File: src/rtl/decoder_scan_n.sv
// decoder_scan_n: registered one-hot decoder with a divided walking-one scan mode
module decoder_scan_n #(
    parameter int N_SEL      = 3,
    parameter int SCAN_DIV   = 4,
    parameter bit ACTIVE_LOW = 1'b0
) (
    input  logic                  clk,
    input  logic                  rst_n,
    input  logic                  mode,
    input  logic                  sel_valid,
    input  logic [N_SEL-1:0]      sel,
    output logic                  sel_ready,
    output logic [2**N_SEL-1:0]   out_line,
    output logic                  out_valid,
    output logic                  scan_wrap
);
    localparam int W  = 2**N_SEL;
    localparam int DW = SCAN_DIV > 1 ? $clog2(SCAN_DIV) : 1;
    localparam logic [DW-1:0] DIV_LAST = DW'(SCAN_DIV - 1);

    typedef enum logic [1:0] {IDLE, DEC, SCAN} state_t;

    state_t          state, state_nx;
    logic [W-1:0]    line, line_nx;
    logic [DW-1:0]   div, div_nx;
    logic            valid_nx, wrap_nx;

    assign sel_ready = rst_n && !mode && state != SCAN;
    assign out_line  = ACTIVE_LOW ? ~line : line;

    always_comb begin
        state_nx = state;
        line_nx  = line;
        div_nx   = div;
        valid_nx = 1'b0;
        wrap_nx  = 1'b0;
        if (state != SCAN) begin
            if (mode) begin
                state_nx = SCAN;
                line_nx  = W'(1);
                div_nx   = '0;
                valid_nx = 1'b1;
            end else if (sel_valid && sel_ready) begin
                state_nx = DEC;
                line_nx  = W'(1) << sel;
                valid_nx = 1'b1;
            end
        end else if (!mode) begin
            state_nx = IDLE;
            line_nx  = '0;
            div_nx   = '0;
            valid_nx = 1'b1;
        end else if (div == DIV_LAST) begin
            line_nx  = {line[W-2:0], line[W-1]};
            div_nx   = '0;
            valid_nx = 1'b1;
            wrap_nx  = line[W-1];
        end else begin
            div_nx   = div + DW'(1);
        end
    end

    always_ff @(posedge clk) begin
        if (!rst_n) begin
            state     <= IDLE;
            line      <= '0;
            div       <= '0;
            out_valid <= 1'b0;
            scan_wrap <= 1'b0;
        end else begin
            state     <= state_nx;
            line      <= line_nx;
            div       <= div_nx;
            out_valid <= valid_nx;
            scan_wrap <= wrap_nx;
        end
    end
endmodule

File: config.mk
export PLATFORM = sky130hd
export DESIGN_NAME = decoder_scan_n
export DESIGN_NICKNAME = d
export VERILOG_FILES = /design/src/rtl/decoder_scan_n.sv
export SDC_FILE = /design/constraint.sdc
export NUM_CORES = 1
export LEC_CHECK = 0
export ABC_CLOCK_PERIOD_IN_PS = 1500
export CAP_MARGIN = 5
export CORE_MARGIN = 3
export CORE_UTILIZATION = 46
export CTS_BUF_LIST = sky130_fd_sc_hd__clkbuf_4
export DETAILED_ROUTE_END_ITERATION = 7
export DONT_BUFFER_PORTS = 1
export HOLD_SLACK_MARGIN = 0.03
export PLACE_DENSITY = 0.72
export SLEW_MARGIN = 20
export SYNTH_ARGS = -nofsm -noshare
export SYNTH_HDL_FRONTEND = slang
export SYNTH_SLANG_ARGS = --single-unit
File: constraint.sdc
create_clock -name clk -period 1.5 [get_ports clk]
set_input_delay 0.3 -clock clk [delete_from_list [all_inputs] [get_ports clk]]
set_output_delay 0.3 -clock clk [all_outputs]
set_load 0.01 [all_outputs]
==> results of run 1 <==
## where the power goes
part           switching (uW)  internal [uW]
sequential               33.5            395
combinational            84.1           67.4
clock                     134           96.8
## cells by family (layout without fill, tap and decap cells)
kind of cell,Yosys count,in the layout
flip-flops,14,14
AND/OR/NAND/NOR,42,42
buffers and inverters,14,16
adder cells (fa/ha/maj),1,1
AO/OA/AOI/OAI,22,22
## worst max-delay path, delay by kind of cell (launching register included)
family	cells	cell delay, ns
AO/OA/AOI/OAI	2	0.62
buffers and inverters	1	0.17
flip-flops	1	0.38
AND/OR/NAND/NOR	1	0.22
## flip-flops by register name (all words and copies together), names as in the netlist
register	count
div	2
out_line	8
scan_wrap	1
out_valid	1
state	2
## through the flow
step	setup slack, ns	hold WS, ns	instance area (um2)	cells
6_report	0.0557	0.0747	950	120
3_5_place_dp	0.0713	0.384	897	116
4_1_cts	0.0460	0.0723	928	120
5_1_grt	0.00498	0.0673	950	120
3_3_place_gp	0.0754	0.384	897	116
2_1_floorplan	0.0336	0.418	868	93
## cell type report
| class | count | area [um2] | area share (%) |
|---|---|---|---|
| clock buffer | 3 | 22.5 | 2.37 |
| clock inverter | 1 | 3.75 | 0.395 |
| inverter | 3 | 11.3 | 1.19 |
| multi-input combinational | 65 | 533 | 56.1 |
| sequential | 14 | 280 | 29.5 |
| tap | 25 | 31.3 | 3.29 |
| timing repair buffer | 9 | 67.6 | 7.11 |
## worst min-delay path by stage
stage               startpoint  endpoint  slack, ns  cells past startpoint
floorplan                rst_n    div[0]       0.42                      1
global placement          mode  state[0]       0.38                      1
detailed placement        mode  state[0]       0.38                      1
CTS                       mode  state[0]       0.07                      1
global route              mode  state[0]       0.07                      1
finish                    mode  state[0]       0.07                      1
## metal layers
| layer | global-route usage (%) | share of wire [%] | vias to the layer above |
|---|---|---|---|
| li1 | - | - | 375 |
| met1 | 22.7 | 44 | 393 |
| met2 | 29.7 | 46 | 31 |
| met3 | 7.65 | 7.7 | 6 |
| met4 | 13.4 | 2.4 | 0 |
| met5 | 0 | 0 | - |
## synth_stat cells (all sizes together)
| cell type | instances |
|---|---|
| and4bb | 1 |
| o21ai | 1 |
| nor2 | 4 |
| a32oi | 3 |
| o2111a | 1 |
| ha | 1 |
| nand3 | 2 |
| a21oi | 3 |
| o21a | 1 |
| nand3b | 2 |
| nor3 | 2 |
| inv | 3 |
| o311ai | 1 |
| and3 | 1 |
| and4b | 4 |
| nand2 | 2 |
| nand2b | 1 |
| clkbuf | 2 |
| nor2b | 5 |
| buf | 9 |
| and2 | 3 |
| nor4 | 14 |
| and3b | 1 |
| a2111oi | 7 |
| a31oi | 5 |
| dfxtp | 14 |
## repair_timing
| action | CTS | global route |
|---|---|---|
| gates resized for setup | 1 | 3 |
| setup buffers | 0 | 0 |
| endpoints found under the setup margin | 1 | 4 |
==> results.txt, run 1 <==
The post-synthesis adder-cell area fraction is 1.44%. Largest family of logic cells by synthesized area: simple AND/OR/NAND/NOR gates. Post-synthesis instance total: 93.

The transition time at the pin with the least slew margin works out to 0.470 ns. The largest net degree at the start of global routing was 20; the required time of the worst setup path was 1.74 ns. The fmax is 692 MHz, and the final-stage net count is 104. The initial core utilization was 49.7%. The cell type contributing the most total cell area after synthesis is sky130_fd_sc_hd__dfxtp_1. Dividing the detail-routed wire length by the instance count gives 18.4 um. Setup violations remaining at the end of the flow were counted as 0.

The count of buffers added on input and output ports is 0. The detailed router finished its first iteration with 22 violations. Measured against the total synthesized area, the mux share comes to 0%. Placed wire-length estimate: 1.53 mm. In this run the critical register-to-register path is launched from state[0]. The tools report the via count of the first global-routing pass as 778. Cells fill 54.4% of the core in the end. Along the worst path, the maximum fanout reaches 9. The most critical setup path has its startpoint at state[0]. The die width came out at 49.4 um. The tools report the worst clock skew as 0.00546 ns. The tools report the category of the worst setup path launch point as a register. The tools report the cell area after technology mapping as 868 um2.

The setup path with the least slack is of type register to register. The logs give 2.21 mm for the aggregate routed wire length and 0.831 for the final estimated routing congestion in global placement. For the first-pass GRT wire length, the log shows 3.58 mm. Of the post-synthesis cell area, the dominant cell type holds 32.3%. The tools report the sort of element at the end of the critical path as a register.

Traced cell by cell, the critical path runs through buf_4 > and4bb_1 > a31oi_4 > o2111a_1. Among all stages on the critical path, the largest delay is contributed by sky130_fd_sc_hd__a31oi_4. The total negative slack for setup checks is 0 ns. Synthesis produced a netlist with a net count of 101.

In the post-synthesis netlist, the biggest area contributors are sky130_fd_sc_hd__dfxtp_1 (32%), sky130_fd_sc_hd__a2111oi_2 (12%), sky130_fd_sc_hd__nor4_1 (10%). The number of warnings printed during yosys synthesis was 0; the sum of overflow across all layers after global routing was 0. The ratio of routed vias to standard cells was 6.71; the minimum clock period after layout was 1.44 ns. The max-cap check violation count is 0.

The initial antenna violation count is 0, and the total routing resource utilization after global routing is 19.6%. Fill cells in the final layout number 158. The XOR/XNOR share of the synthesized area is 0%, and the fraction of final layout cells sized beyond drive strength 1 is 25.3%. The worst register-to-register path has a setup slack of 0.06 ns. Power comes to 811 uW. Layout-stage area growth over the synthesis result: 9.37%.

Counting along the longest clock path gives a buffer depth of 2. A synthesized cell averages 9.34 um2. The final number of hold-violating endpoints is 0. Dividing the final minimum period by the clock period gives 96.3%. The tools report the total clock buffers created by CTS as 3.

Summing the areas of all and, or, nand and nor instances in the mapped netlist gives 31.0% of the synthesized area. Following the worst setup path forward leads to its endpoint at out_line[0]. The share of the synthesized area in compound gates (AO/OA/AOI/OAI) was 25.9%; the number of placement rows was 15. Power spread over the standard cell area amounts to 854 nW/um2.

Setup repair after global routing left no endpoint under its margin. The maximum level of the CTS H-tree is 1. The remaining routing DRC violations is 0.

Summed over all cells, the static leakage comes to 0.000326 uW. The height of the chip is 49.4 um, and the CTS sink count is 14. The max-slew violation total from the final report is 0, and the count of different cell masters after synthesis is 30.

The largest incremental delay on the critical path came out at 0.40 ns. For the arrival time reported for the critical path endpoint, the log shows 1.68 ns. For this run, the detailed router's first-pass iteration total came to 4. For this block, the via count after detailed routing is 805. Pin placement for this block handled 18 I/O pins. The run finished with clean final reports. The synthesized design contains 14 register bits. The clock network latency to the later pin of the worst-skew pair is 0.29 ns, and the count of hold-fix buffers inserted at cts is 0.

The run gives 2440 um2 as the full die area. Leaving out fill and tap cells, the most frequent cells in the layout are sky130_fd_sc_hd__dfxtp_1 (14), sky130_fd_sc_hd__nor4_1 (13), sky130_fd_sc_hd__buf_4 (9). The post-CTS clock slew at the launch and capture registers of the worst setup and hold paths was 0.09 ns.

The part of the Yosys area used for sequential elements is 32.3%. TritonCTS built the clock tree. The number of antenna diodes in the final layout is 0. Leaving out fill and tap cells, the most frequent cell in the layout is sky130_fd_sc_hd__dfxtp_1. Across the VDD grid, the largest voltage drop is 426 uV. The core area is 1750 um2, and the antenna violation net count after detailed routing is 0. The min-delay analysis places its worst path in the category input port to register. Counting cells, the worst reg-to-reg path comes to 4. The destination of the worst register-to-register timing path was out_line[0]. In this run the tightest slew margin relative to its limit is 68.4%.

Root cell of the clock tree: sky130_fd_sc_hd__clkbuf_4.
No activity file was read; power rests on OpenSTA's default activity.
==> run 2, diff against run 1 <==
--- a/config.mk
+++ b/config.mk
@@ -13,7 +13,7 @@
 export DETAILED_ROUTE_END_ITERATION = 7
 export DONT_BUFFER_PORTS = 1
 export HOLD_SLACK_MARGIN = 0.03
-export PLACE_DENSITY = 0.72
+export PLACE_DENSITY = 0.65
 export SLEW_MARGIN = 20
 export SYNTH_ARGS = -nofsm -noshare
 export SYNTH_HDL_FRONTEND = slang
==> results.txt, run 2 (synthesized netlist as in run 1, its figures left out) <==
The number of DRC markers after the initial detailed-route iteration was 22 (unchanged); the final-layout fill cell count was 157 (-0.63%). The required time of the worst setup path was 1.69 ns (-0.05 ns); the total clock buffers created by CTS was 3 (unchanged). The storage element area is 283 um2 (+0.89%), and the fmax is 696 MHz (+0.58%). For the met2 usage, the log shows 25.9% (-3.8 points).

Leaving out fill and tap cells, the most frequent cells in the layout are sky130_fd_sc_hd__nor4_1 (13), sky130_fd_sc_hd__dfxtp_1 (12), sky130_fd_sc_hd__buf_4 (7). The tools report the total inserted antenna cells as 0 (unchanged). The total negative slack for setup checks was 0 ns (unchanged). The flip-flop count of the largest register, all copies and words added was 8 (unchanged); the initial antenna violation count was 0 (unchanged). The ratio of routed vias to standard cells was 6.41 (-4.5%); the post-CTS clock slew at the launch and capture registers of the worst setup and hold paths was 0.09 ns (about the same).

Final-stage net count: 104 (unchanged). TritonCTS built the clock tree. The layout-stage area growth over the synthesis result is 13.1%, and the final number of hold-violating endpoints is 0 (unchanged).

Count of buffers inserted at the top-level ports: 0 (unchanged). For the post-route worst setup slack, the log shows 0.0641 ns (+0.00836 ns). The placed wire-length estimate was 1.45 mm (-5.3%). The run gives 0 (unchanged) as the setup-violating endpoint count in the final report. The logs give 533 um2 (unchanged) for the multi-input gate area in the final layout and 706 (-9.3%) for the via count of the first global-routing pass.

In this design, the largest share of critical-path delay is due to compound AO/OA/AOI/OAI gates. The max-cap check violation count is 0 (unchanged), and the number of vias in the routed layout is 769 (-4.5%). The remaining routing DRC violations came out at 0 (unchanged).

The run gives 49.7% (unchanged) as the initial core utilization. The core area was 1750 um2 (unchanged); the average routed wire per standard cell was 17.7 um (-3.9%). The logs give 0 (unchanged) for the sum of overflow across all layers after global routing and 541 uV (+27%) for the worst IR drop on VDD. The die width is 49.4 um (unchanged), and the first-pass GRT wire length is 3.39 mm (-5.2%). The largest net degree at the start of global routing is 20 (unchanged). The full die area is 2440 um2 (unchanged), and the total routing resource utilization after global routing is 18.0% (-1.6 points). The fraction of final layout cells sized beyond drive strength 1 was 27.4% (+2.1 points); the transition time at the pin with the least slew margin was 0.456 ns (-0.0140 ns). Worst-path cell with the longest stage delay: sky130_fd_sc_hd__dfxtp_2.

The tightest min-delay check is of the input port to register type. The arrival time reported for the critical path endpoint came out at 1.62 ns (-0.06 ns). The largest fanout on the critical path was 4 (-5). The busiest metal layer after global routing is met2. The flow ran to the end, and the final reports show no timing, DRC or antenna violations. For the boundary pin count, the log shows 18 (unchanged). The tools report the clock network latency to the later pin of the worst-skew pair as 0.28 ns (about the same). STA classifies the critical path startpoint as a register. The sort of element at the end of the critical path was a register.

The minimum clock period after layout is 1.44 ns (-0.00836 ns). For the number of iterations in the first detailed-routing pass, the log shows 4 (unchanged). The largest incremental delay on the critical path was 0.33 ns (-0.07 ns). The total power density per cell area is 834 nW/um2 (-2.3%), and the worst-case clock buffer depth is 2 (unchanged).

The run gives 0.806 (-3.1%) as the final estimated routing congestion in global placement. Root cell of the clock tree: sky130_fd_sc_hd__clkbuf_4. The height of the chip works out to 49.4 um (unchanged). The type of the setup path with the least slack was register to register. Walking the worst path, the cells encountered are ha_2 > and4bb_1 > a31oi_4 > clkbuf_16 > a2111oi_2.

The number of buffer and inverter instances along the worst setup path was 1 (unchanged); the worst clock skew was 0.00102 ns (-0.00444 ns). The count of hold-fix buffers inserted at cts is 0 (unchanged), and the post-place setup slack is 0.0456 ns (-0.0256 ns). The logs give 22.9% (+0.25 points) for the routing usage on met1 and 69.3% (+0.94 points) for the headroom to the max-slew limit. The tools report the number of placement rows as 15 (unchanged). Most frequent standard cell in the layout excluding fill and tap cells: sky130_fd_sc_hd__nor4_1. Global-route met3 utilization: 7.03% (-0.61 points). The max-slew violation total from the final report came out at 0 (unchanged). The aggregate routed wire length is 2.12 mm (-3.9%), and the antenna violation net count after detailed routing is 0 (unchanged). The cell leakage power is 0.000336 uW (+3.0%), and the final worst-path cycle share is 95.7% (-0.56 points). The run gives 1 (unchanged) as the maximum level of the CTS H-tree. The run gives 14 (unchanged) as the CTS sink count.
run 2: cell types whose count changed in the layout (fill, tap and decap cells not counted):
cell / delta
sky130_fd_sc_hd__nor2b_2: -1
sky130_fd_sc_hd__nor2b_1: +1
sky130_fd_sc_hd__clkbuf_16: +1
sky130_fd_sc_hd__ha_1: -1
sky130_fd_sc_hd__buf_12: +1
sky130_fd_sc_hd__buf_4: -2
sky130_fd_sc_hd__ha_2: +1
sky130_fd_sc_hd__dfxtp_1: -2
sky130_fd_sc_hd__dfxtp_2: +2
run 2: through the flow:
stage	total power, uW	hold slack [ns]	utilization, %	instance area (um2)	cells
2_1_floorplan	551	0.418	-	868	93
3_3_place_gp	572	0.382	50.5	882	114
3_5_place_dp	571	0.387	50.5	882	114
4_1_cts	792	0.0826	52.3	913	118
5_1_grt	867	0.0623	56.3	982	120
6_report	820	0.0887	56.3	982	120
run 2: final cells by class:
cell class / instances / area share, %
Sequential cell: 14 / 28.8
Clock inverter: 1 / 0.382
Timing Repair Buffer: 9 / 9.94
Clock buffer: 3 / 2.29
Tap cell: 25 / 3.18
Multi-Input combinational cell: 65 / 54.3
Inverter: 3 / 1.15
run 2: power breakdown:
part | total, uW | internal, uW | switching (uW)
sequential | 429 | 395 | 33.3
combinational | 168 | 82.4 | 85.8
clock | 223 | 96.5 | 126
run 2: worst register-to-register path, delay by kind of cell, from the launching register on:
family	cells	cell delay (ns)
AOI/OAI and AO/OA	2	0.34
adders and majority gates	1	0.19
buffers and inverters	1	0.19
DFF	1	0.33
and+or+nand+nor	1	0.30
run 2: path summary, 6_finish.rpt:
path | from | end | slack [ns] | cells past startpoint
max | div[0] | out_line[3] | 0.06 | 5
min reg2reg | div[1] | div[1] | 0.48 | 2
min | mode | state[0] | 0.09 | 1
max reg2reg | div[0] | out_line[3] | 0.06 | 5
run 2: routing by layer:
| metal | routed length [um] | share of wire (%) | vias up |
|---|---|---|---|
| li1 | - | - | 372 |
| met1 | 907 | 43 | 355 |
| met2 | 1000 | 47 | 36 |
| met3 | 170 | 8.0 | 6 |
| met4 | 42 | 2.0 | 0 |
| met5 | 0 | 0 | - |
run 2: repair_timing:
item                       4_1_cts  5_1_grt
buffers inserted                 0        1
gates cloned                     0        1
setup endpoints to repair        1        8
resized for setup                1        5
pin swaps                        0        2
